--- src/rtl/adc_frame_packer.sv ---
// adc_frame_packer
// Drains up to NCH per-channel sample FIFOs into a single byte stream.
// Frame layout: 0x55 0xAA dev_info dev_smpr dev_kind N, then the samples of
// every active channel in ascending channel order (MSB byte first), then an
// 8-bit checksum (sum of every byte from dev_info through the last data byte)
// flagged with tx_last.
//
// Ports:
//   clk, rst                 clock, asynchronous active-high reset
//   fs_fifo / fd_fifo        frame start request (level) / frame done
//   dev_info/smpr/kind       header fields, sampled while each byte is presented
//   ch_en, ch_len            per-channel enable mask and sample counts (8b each)
//   fifo_rd                  one-hot read strobe, one cycle per sample
//   fifo_dat, fifo_empty     per-channel read data (valid one cycle after
//                            fifo_rd) and empty flags
//   tx_data/valid/ready/last byte stream output
//   err                      sticky underflow flag, cleared on frame start
//   dbg_state                current FSM state
//
// Handshake: a byte moves when tx_valid && tx_ready on a rising clock edge.
// tx_valid never depends on tx_ready; while tx_ready is low, tx_data, tx_valid
// and the FSM state are held.
module adc_frame_packer #(
  parameter int NCH    = 8,
  parameter int SBYTES = 2,
  parameter int MAXS   = 32
) (
  input  logic                    clk,
  input  logic                    rst,
  input  logic                    fs_fifo,
  output logic                    fd_fifo,
  input  logic [7:0]              dev_info,
  input  logic [7:0]              dev_smpr,
  input  logic [7:0]              dev_kind,
  input  logic [NCH-1:0]          ch_en,
  input  logic [NCH*8-1:0]        ch_len,
  output logic [NCH-1:0]          fifo_rd,
  input  logic [NCH*8*SBYTES-1:0] fifo_dat,
  input  logic [NCH-1:0]          fifo_empty,
  output logic [7:0]              tx_data,
  output logic                    tx_valid,
  input  logic                    tx_ready,
  output logic                    tx_last,
  output logic                    err,
  output logic [2:0]              dbg_state
);

  localparam int SW  = 8 * SBYTES;
  localparam int CW  = $clog2(MAXS + 1);
  localparam int BW  = (SBYTES > 1) ? $clog2(SBYTES) : 1;
  localparam int CHW = (NCH > 1) ? $clog2(NCH) : 1;

  localparam logic [2:0] S_IDLE = 3'd0;
  localparam logic [2:0] S_HDR  = 3'd1;
  localparam logic [2:0] S_RD   = 3'd2;
  localparam logic [2:0] S_WT   = 3'd3;
  localparam logic [2:0] S_DAT  = 3'd4;
  localparam logic [2:0] S_CSUM = 3'd5;
  localparam logic [2:0] S_LAST = 3'd6;

  logic [2:0]     state;
  logic [NCH-1:0] act;          // active set frozen at frame start
  logic [CW-1:0]  len_q [NCH];  // clamped lengths frozen at frame start
  logic [CHW-1:0] cur;
  logic [CW-1:0]  scnt;         // samples already sent on cur
  logic [2:0]     hidx;
  logic [BW-1:0]  bidx;
  logic [SW-1:0]  sample;
  logic           zero_smp;     // last RD found the FIFO empty
  logic [7:0]     csum;

  logic           xfer;
  logic [NCH-1:0] act_in;
  logic [CW-1:0]  len_in [NCH];
  logic [7:0]     nact;
  logic [SW-1:0]  cur_dat;
  logic           cur_empty;
  logic [CW-1:0]  cur_len;
  logic           first_ok;
  logic [CHW-1:0] first_ch;
  logic           next_ok;
  logic [CHW-1:0] next_ch;
  logic [7:0]     hdr_byte;
  logic [SW-1:0]  dat_sh;

  assign xfer      = tx_valid & tx_ready;
  assign dbg_state = state;

  // Clamp requested lengths to MAXS and form the candidate active set.
  always_comb begin
    act_in = '0;
    for (int i = 0; i < NCH; i++) begin
      len_in[i] = (32'(ch_len[i*8 +: 8]) > MAXS) ? CW'(MAXS) : CW'(ch_len[i*8 +: 8]);
      act_in[i] = ch_en[i] && (ch_len[i*8 +: 8] != 8'd0);
    end
  end

  // Channel count for the N header byte, taken from the frozen set.
  always_comb begin
    nact = 8'd0;
    for (int i = 0; i < NCH; i++) nact = nact + 8'(act[i]);
  end

  // Select the current channel's data, empty flag and length.
  always_comb begin
    cur_dat   = '0;
    cur_empty = 1'b0;
    cur_len   = '0;
    for (int i = 0; i < NCH; i++) begin
      if (cur == CHW'(i)) begin
        cur_dat   = fifo_dat[i*SW +: SW];
        cur_empty = fifo_empty[i];
        cur_len   = len_q[i];
      end
    end
  end

  // Lowest active channel, and lowest active channel strictly above cur.
  // Scanning downward lets the last hit win, i.e. the lowest index.
  always_comb begin
    first_ok = 1'b0;
    first_ch = '0;
    next_ok  = 1'b0;
    next_ch  = '0;
    for (int i = NCH - 1; i >= 0; i--) begin
      if (act[i]) begin
        first_ok = 1'b1;
        first_ch = CHW'(i);
      end
      if (act[i] && (CHW'(i) > cur)) begin
        next_ok = 1'b1;
        next_ch = CHW'(i);
      end
    end
  end

  always_comb begin
    case (hidx)
      3'd0:    hdr_byte = 8'h55;
      3'd1:    hdr_byte = 8'hAA;
      3'd2:    hdr_byte = dev_info;
      3'd3:    hdr_byte = dev_smpr;
      3'd4:    hdr_byte = dev_kind;
      default: hdr_byte = nact;
    endcase
  end

  // MSB-first byte selection: byte index 0 is the top byte of the sample.
  assign dat_sh = sample >> (8 * (SBYTES - 1 - int'(bidx)));

  always_comb begin
    case (state)
      S_HDR:   tx_data = hdr_byte;
      S_DAT:   tx_data = dat_sh[7:0];
      S_CSUM:  tx_data = csum;
      default: tx_data = 8'h00;
    endcase
  end

  assign tx_valid = (state == S_HDR) || (state == S_DAT) || (state == S_CSUM);
  assign tx_last  = (state == S_CSUM);
  assign fd_fifo  = (state == S_LAST);

  // RD lasts exactly one cycle, so the strobe is one cycle per sample.
  always_comb begin
    fifo_rd = '0;
    for (int i = 0; i < NCH; i++)
      fifo_rd[i] = (state == S_RD) && (cur == CHW'(i)) && !fifo_empty[i];
  end

  always_ff @(posedge clk or posedge rst) begin
    if (rst) begin
      state    <= S_IDLE;
      act      <= '0;
      for (int i = 0; i < NCH; i++) len_q[i] <= '0;
      cur      <= '0;
      scnt     <= '0;
      hidx     <= '0;
      bidx     <= '0;
      sample   <= '0;
      zero_smp <= 1'b0;
      csum     <= 8'h00;
      err      <= 1'b0;
    end else begin
      case (state)
        S_IDLE: begin
          if (fs_fifo) begin
            state <= S_HDR;
            act   <= act_in;
            for (int i = 0; i < NCH; i++) len_q[i] <= len_in[i];
            csum  <= 8'h00;
            err   <= 1'b0;
            hidx  <= '0;
          end
        end
        S_HDR: begin
          if (xfer) begin
            // Sync bytes 0x55/0xAA are not part of the checksum.
            if (hidx >= 3'd2) csum <= csum + tx_data;
            if (hidx == 3'd5) begin
              hidx <= '0;
              scnt <= '0;
              if (first_ok) begin
                cur   <= first_ch;
                state <= S_RD;
              end else begin
                state <= S_CSUM;
              end
            end else begin
              hidx <= hidx + 3'd1;
            end
          end
        end
        S_RD: begin
          // An empty FIFO is not strobed; the sample goes out as zero.
          if (cur_empty) err <= 1'b1;
          zero_smp <= cur_empty;
          state    <= S_WT;
        end
        S_WT: begin
          sample <= zero_smp ? '0 : cur_dat;
          bidx   <= '0;
          state  <= S_DAT;
        end
        S_DAT: begin
          if (xfer) begin
            csum <= csum + tx_data;
            if (bidx == BW'(SBYTES - 1)) begin
              bidx <= '0;
              if ((scnt + CW'(1)) < cur_len) begin
                scnt  <= scnt + CW'(1);
                state <= S_RD;
              end else begin
                scnt <= '0;
                if (next_ok) begin
                  cur   <= next_ch;
                  state <= S_RD;
                end else begin
                  state <= S_CSUM;
                end
              end
            end else begin
              bidx <= bidx + BW'(1);
            end
          end
        end
        S_CSUM: begin
          if (xfer) state <= S_LAST;
        end
        S_LAST: begin
          if (!fs_fifo) state <= S_IDLE;
        end
        default: state <= S_IDLE;
      endcase
    end
  end

endmodule

--- config.mk ---
export PLATFORM = sky130hd
export DESIGN_NAME = adc_frame_packer
export DESIGN_NICKNAME = d
export VERILOG_FILES = /design/src/rtl/adc_frame_packer.sv
export SDC_FILE = /design/constraint.sdc
export NUM_CORES = 1
export LEC_CHECK = 0
export CORE_MARGIN = 3
export CORE_UTILIZATION = 65
export CTS_CLUSTER_DIAMETER = 50
export DETAILED_ROUTE_END_ITERATION = 7
export DONT_BUFFER_PORTS = 1
export PLACE_DENSITY = 0.91
export SYNTH_ARGS = -nofsm -noshare
export SYNTH_HDL_FRONTEND = slang
export SYNTH_SLANG_ARGS = --single-unit
export TNS_END_PERCENT = 5
--- constraint.sdc ---
create_clock -name clk -period 5.7 [get_ports clk]
set_clock_uncertainty 0.15 [all_clocks]
set_input_delay 0.855 -clock clk [delete_from_list [all_inputs] [get_ports clk]]
set_output_delay 0.855 -clock clk [all_outputs]
set_load 0.005 [all_outputs]
### Word-level counts from Yosys, hierarchy flattened

Index checks and enable logic that the tools add are counted.

| cells by class | value |
|---|---|
| mux-type cells | 107 |
| $lt $le $gt $ge | 18 |
| shift operators | 1 |
| reduce and logical (&&, ||, !) cells | 66 |
| equal/unequal tests | 30 |
| add/subtract/negate cells | 12 |
| bitwise logic cells | 1 |

Operators with widths:

| cell | count |
|---|---|
| $mux W16 | 9 |
| $mux W6 | 21 |
| $mux W3 | 36 |
| $gt A8 B6 Y1 const B | 8 |
| $reduce_bool A8 Y1 | 8 |
| $pmux W8 S3 | 2 |
| $pmux W8 S5 | 1 |
| $logic_and A1 B1 Y1 | 32 |
| $mux W8 | 4 |
| $shr A16 B32 Y8 | 1 |
| $mux W1 | 28 |
| $eq A3 B3 Y1 const B | 9 |
| $pmux W3 S7 | 1 |
| $eq A3 B2 Y1 const B | 6 |
| $ne A2 B2 Y1 const B | 9 |
| $gt A3 B3 Y1 const A | 4 |
| $pmux W3 S2 | 2 |
| $pmux W6 S2 | 1 |
| $reduce_and A5 Y1 | 2 |
| $eq A3 B1 Y1 const B | 3 |
| $logic_not A3 Y1 | 3 |
| $add A7 B1 Y8 | 1 |
| $add A8 B8 Y8 | 1 |
| $logic_not A1 Y1 | 8 |
| 24 further kinds | 35 |

| word-level totals | value |
|---|---|
| bits of input ports | 236 |
| register bits after elaboration | 98 |
| output and inout port bits | 23 |
| logic and storage cells | 253 |

### Logic depth before layout (Yosys ltp)

| depth | value |
|---|---|
| depth after elaboration | 15 |
| gate-level depth with buffers | 19 |
| depth with buffers taken out | 19 |

### Worst setup path before layout

OpenSTA, ideal clock, no wires.

| path | value |
|---|---|
| path kind | register -> register |
| start | register act[0] |
| end | register csum[7] |
| data required time | 5431 ps |
| cell stages (with the launch flop) | 19 |
| path slack | 891 ps |
| data arrival time | 4540 ps |
| path buffers | 0 |
| cell sequence | dfrtp_1 -> inv_1 -> fa_1 -> fa_1 -> fa_1 -> inv_1 -> ha_1 -> fa_1 -> a21oi_1 -> a21oi_1 -> a211oi_1 -> o221ai_1 -> ha_1 -> a21oi_1 -> o211ai_1 -> o41ai_1 -> a21o_1 -> a31oi_1 -> o21a_1 |

| on the way | value |
|---|---|
| word-level cells in the longest chain between the ends | 13 |
| elaborated cells on any way between the ends | 14 |
| those cells by class | add/sub (8); mux (6) |

RTL lines:

| element | RTL line | text |
|---|---|---|
| start: declaration | 62 | `logic [NCH-1:0] act;` |
| start signal: assignment | 189 | `act <= act_in;` |
| $add A1 B1 Y2 * | 101 | `for (int i = 0; i < NCH; i++) nact = nact + 8'(act[i]);` |
| $add A2 B1 Y3 * | 101 |  |
| $add A3 B1 Y4 * | 101 |  |
| $add A4 B1 Y5 * | 101 |  |
| $add A5 B1 Y6 * | 101 |  |
| $add A6 B1 Y7 * | 101 |  |
| $add A7 B1 Y8 * | 101 |  |
| $pmux W8 S5 * | 138 | `case (hidx)` |
| $pmux W8 S3 * | 152 | `case (state)` |
| named net tx_data[1] | 40 | `output logic [7:0] tx_data,` |
| $add A8 B8 Y8 * | 199, 227 |  |
| $mux W8 | 199 | `if (hidx >= 3'd2) csum <= csum + tx_data;` |
| $mux W8 | 197 | `if (xfer) begin` |
| $pmux W8 S3 * | 185 | `case (state)` |
| end signal: assignment | 199 |  |
| end signal: assignment | 227 | `csum <= csum + tx_data;` |
| end: declaration | 70 | `logic [7:0] csum;` |

Mark *: on every way through the listed nets, which the timed path passes. The rest lies on a longest branch. The select of a mux whose other input is x is not followed.
A chain may end at the register's enable or synchronous reset.

### Worst setup path after layout

| path | value |
|---|---|
| start | register act[1] |
| end | register csum[7] |

The elaborated chain is that of the path after synthesis.

==> results.toml <==
[run_status]
status = "complete, no violations"

[critical_path]
crit_top_cell = "fa_1"
critPathArrivalTime_ns = 5.45
critPathLaunch = "act[1]"
slowest_stage = "fa_1"
setup.worst_path.start_class = "flip-flop"
r2r-start = "act[1]"
crit_family = "adder cells"
cpPeakStageDelay_ns = 0.53
path_cells = "inv_1 -> fa_1 -> fa_1 -> fa_1 -> inv_1 -> ha_1 -> fa_1 -> a21oi_1 -> a21oi_1 -> a211oi_1 -> o221ai_1 -> ha_1 -> a21oi_1 -> o211ai_1 -> o41ai_2 -> a21o_1 -> a31oi_1 -> o21a_1"
path_buf_inv = 2
end_kind = "flip-flop"
cp_max_fo = 5
critPathKind = "flip-flop to flip-flop"
crit_required_ns = 5.83

[floorplan]
initial_core_util = 0.669
die-height_um = 112
die_w_um = 112
pin_count = 259
row_count = 38
core_mm2 = 0.0109
die_area_mm2 = 0.0125

[final_layout]
multi_input_area_mm2 = 0.00446
n_fill_cell = 854
regArea_mm2 = 0.00245
drive_gt1_frac = 0.0637
area_growth_pct = 2.66
nNetsFinal = 1054
fin_util = 0.687

[clock_tree]
cts.htree.levels = 3
cts.sinks = 98
numCtsBuffers = 9
cts_max_path_buffers = 2
clkTransAtPathRegs_ns = 0.11
post_cts_buffers = 0
tritoncts = "yes"
postCtsResizedCells = 0
cts_hold_buf = 0
root_buffer = "clkbuf_8"
insertion_delay_ns = 0.38

[sta]
tightest_slew_ns = 1.08
min_period_ns = 5.32
final-setup-viol-count = 0
rsz0062_at_grt = "no"
slew_headroom = 0.279
max_freq_mhz = 188
tns_ns = 0
post-route-period-util = 0.933
hold_viol = 0
drv_slew = 0
hold_ws_ns = 0.182

[place]
dpl.hpwl_um = 17400
gp_congestion = 0.956
port_buffers = 0

[flow_run]
drv_cap = 0

[synthesis]
syn-num-nets = 1095
synthFlopType = "dfrtp_1"
syn_area_per_cell_um2 = 8.71
netlist_area_mm2 = 0.00729
synth_edf_count = 0
synth_seq_cells = 98
yosysUniqueCellTypes = 73
ys_warn_count = 0
ys_seq_area_frac = 0.336
synthArstFlopShare = 1.00
synthCells = 837

[drt]
ant_nets = 0
vias = 6906
wire_per_inst_um = 23.7
wirelength_um = 22400
drc = 0
drtIter0Drc = 701
detail_route.first_pass.iterations = 6
vias_per_cell = 7.33

[min_path]
min_path_type = "input pin to async pin"

[grt]
grt_max_degree = 66
antenna_found_initial = 1
grt_pass1_vias = 6689
track_usage = 0.345
grt_overflow_total = 0
grt_pass1_wl_um = 34400

[power]
peakVddDrop_v = 0.000285
finalPower_w = 0.00399
p_leak_nw = 3.00
power.density_mw_per_mm2 = 533
-- routing by layer --
layer | routed length (um) | vias to the layer above | global-route usage
li1 | - | 3098 | -
met1 | 8320 | 3316 | 0.425
met2 | 11200 | 413 | 0.586
met3 | 1660 | 79 | 0.0538
met4 | 1160 | 0 | 0.180
met5 | 0 | - | 0
-- worst paths after layout --
| path | to | slack [ns] | cells after the start |
|---|---|---|---|
| setup / recovery | csum[7] | 0.38 | 18 |
| hold / removal | hidx[0] | 0.18 | 1 |
| setup reg to reg | csum[7] | 0.38 | 18 |
| hold reg to reg | sample[5] | 0.34 | 2 |
| max in group asynchronous | cur[1] | 4.03 | 2 |
| min in group clk | sample[5] | 0.34 | 2 |
-- cell type report --
cell class | instances | share of cell area
antenna | 1 | 0.000334
clock buffer | 9 | 0.0166
inverter | 32 | 0.0164
multi-input combinational | 646 | 0.597
clock inverter | 7 | 0.00970
sequential | 98 | 0.328
timing repair buffer | 9 | 0.00903
tap | 140 | 0.0234
-- stage by stage --
stage               setup slack, ns  std cells  instance area [um^2]
global route                  0.116        942                  7480
CTS                           0.253        941                  7470
floorplan                     0.891        837                  7290
detailed placement            0.280        925                  7280
global placement              0.492        925                  7280
finish                        0.384        942                  7480
-- cell families after synthesis --
family | after synthesis | share of synthesized area
compound gates | 348 | 0.353
xor+xnor | 11 | 0.0132
fa+ha+maj | 23 | 0.0443
buf+inv | 93 | 0.0524
flops | 98 | 0.336
mux | 36 | 0.0518
simple gates | 228 | 0.149
-- cell usage in the layout, fill, tap and decap left out, types with 6 or more instances in the layout --
cell,synthesis,routed
nand2b_1,23,23
o31ai_1,7,7
ha_1,17,17
xnor2_1,6,6
o22ai_1,17,17
nand3_1,13,13
o21ai_0,70,70
buf_4,2,9
o22a_1,16,16
a22o_1,40,40
inv_1,30,29
mux2i_1,31,31
a21oi_1,71,71
o41ai_1,26,25
dfrtp_1,98,97
nor2b_1,7,6
a2111oi_4,9,9
nor2_1,43,43
o221ai_1,9,9
a22oi_1,33,33
nand2_1,89,89
clkbuf_8,0,9
nor3_1,23,23
-- Yosys cell counts, drive strengths merged, types with 9 or more instances --
| library cell | n | share of area |
|---|---|---|
| nor2 | 43 | 0.022 |
| nand3 | 15 | 0.012 |
| a22o | 40 | 0.048 |
| mux2i | 31 | 0.043 |
| inv | 31 | 0.016 |
| o21ai | 71 | 0.049 |
| buf | 29 | 0.019 |
| o221ai | 9 | 0.011 |
| o22ai | 17 | 0.015 |
| o22a | 16 | 0.019 |
| a22oi | 33 | 0.034 |
| ha | 17 | 0.029 |
| o41ai | 26 | 0.031 |
| a21oi | 73 | 0.051 |
| dfrtp | 98 | 0.34 |
| clkbuf | 32 | 0.017 |
| nor3 | 23 | 0.016 |
| a2111oi | 9 | 0.034 |
| nand2 | 90 | 0.047 |
| nand2b | 23 | 0.020 |
-- sequential cells by signal, indices dropped and copies added, names as in the netlist --
signal,flops
len_q,48
sample,16
act,8
csum,8
scnt,6
cur,3
dbg_state,3
hidx,3
bidx,1
err,1
zero_smp,1
-- power by group --
group / internal [W] / switching, W
Sequential: 0.000928 / 0.000306
Combinational: 0.000909 / 0.00140
Clock: 0.000171 / 0.000277
Total: 0.00201 / 0.00198
No activity file was read; power rests on OpenSTA's default activity.
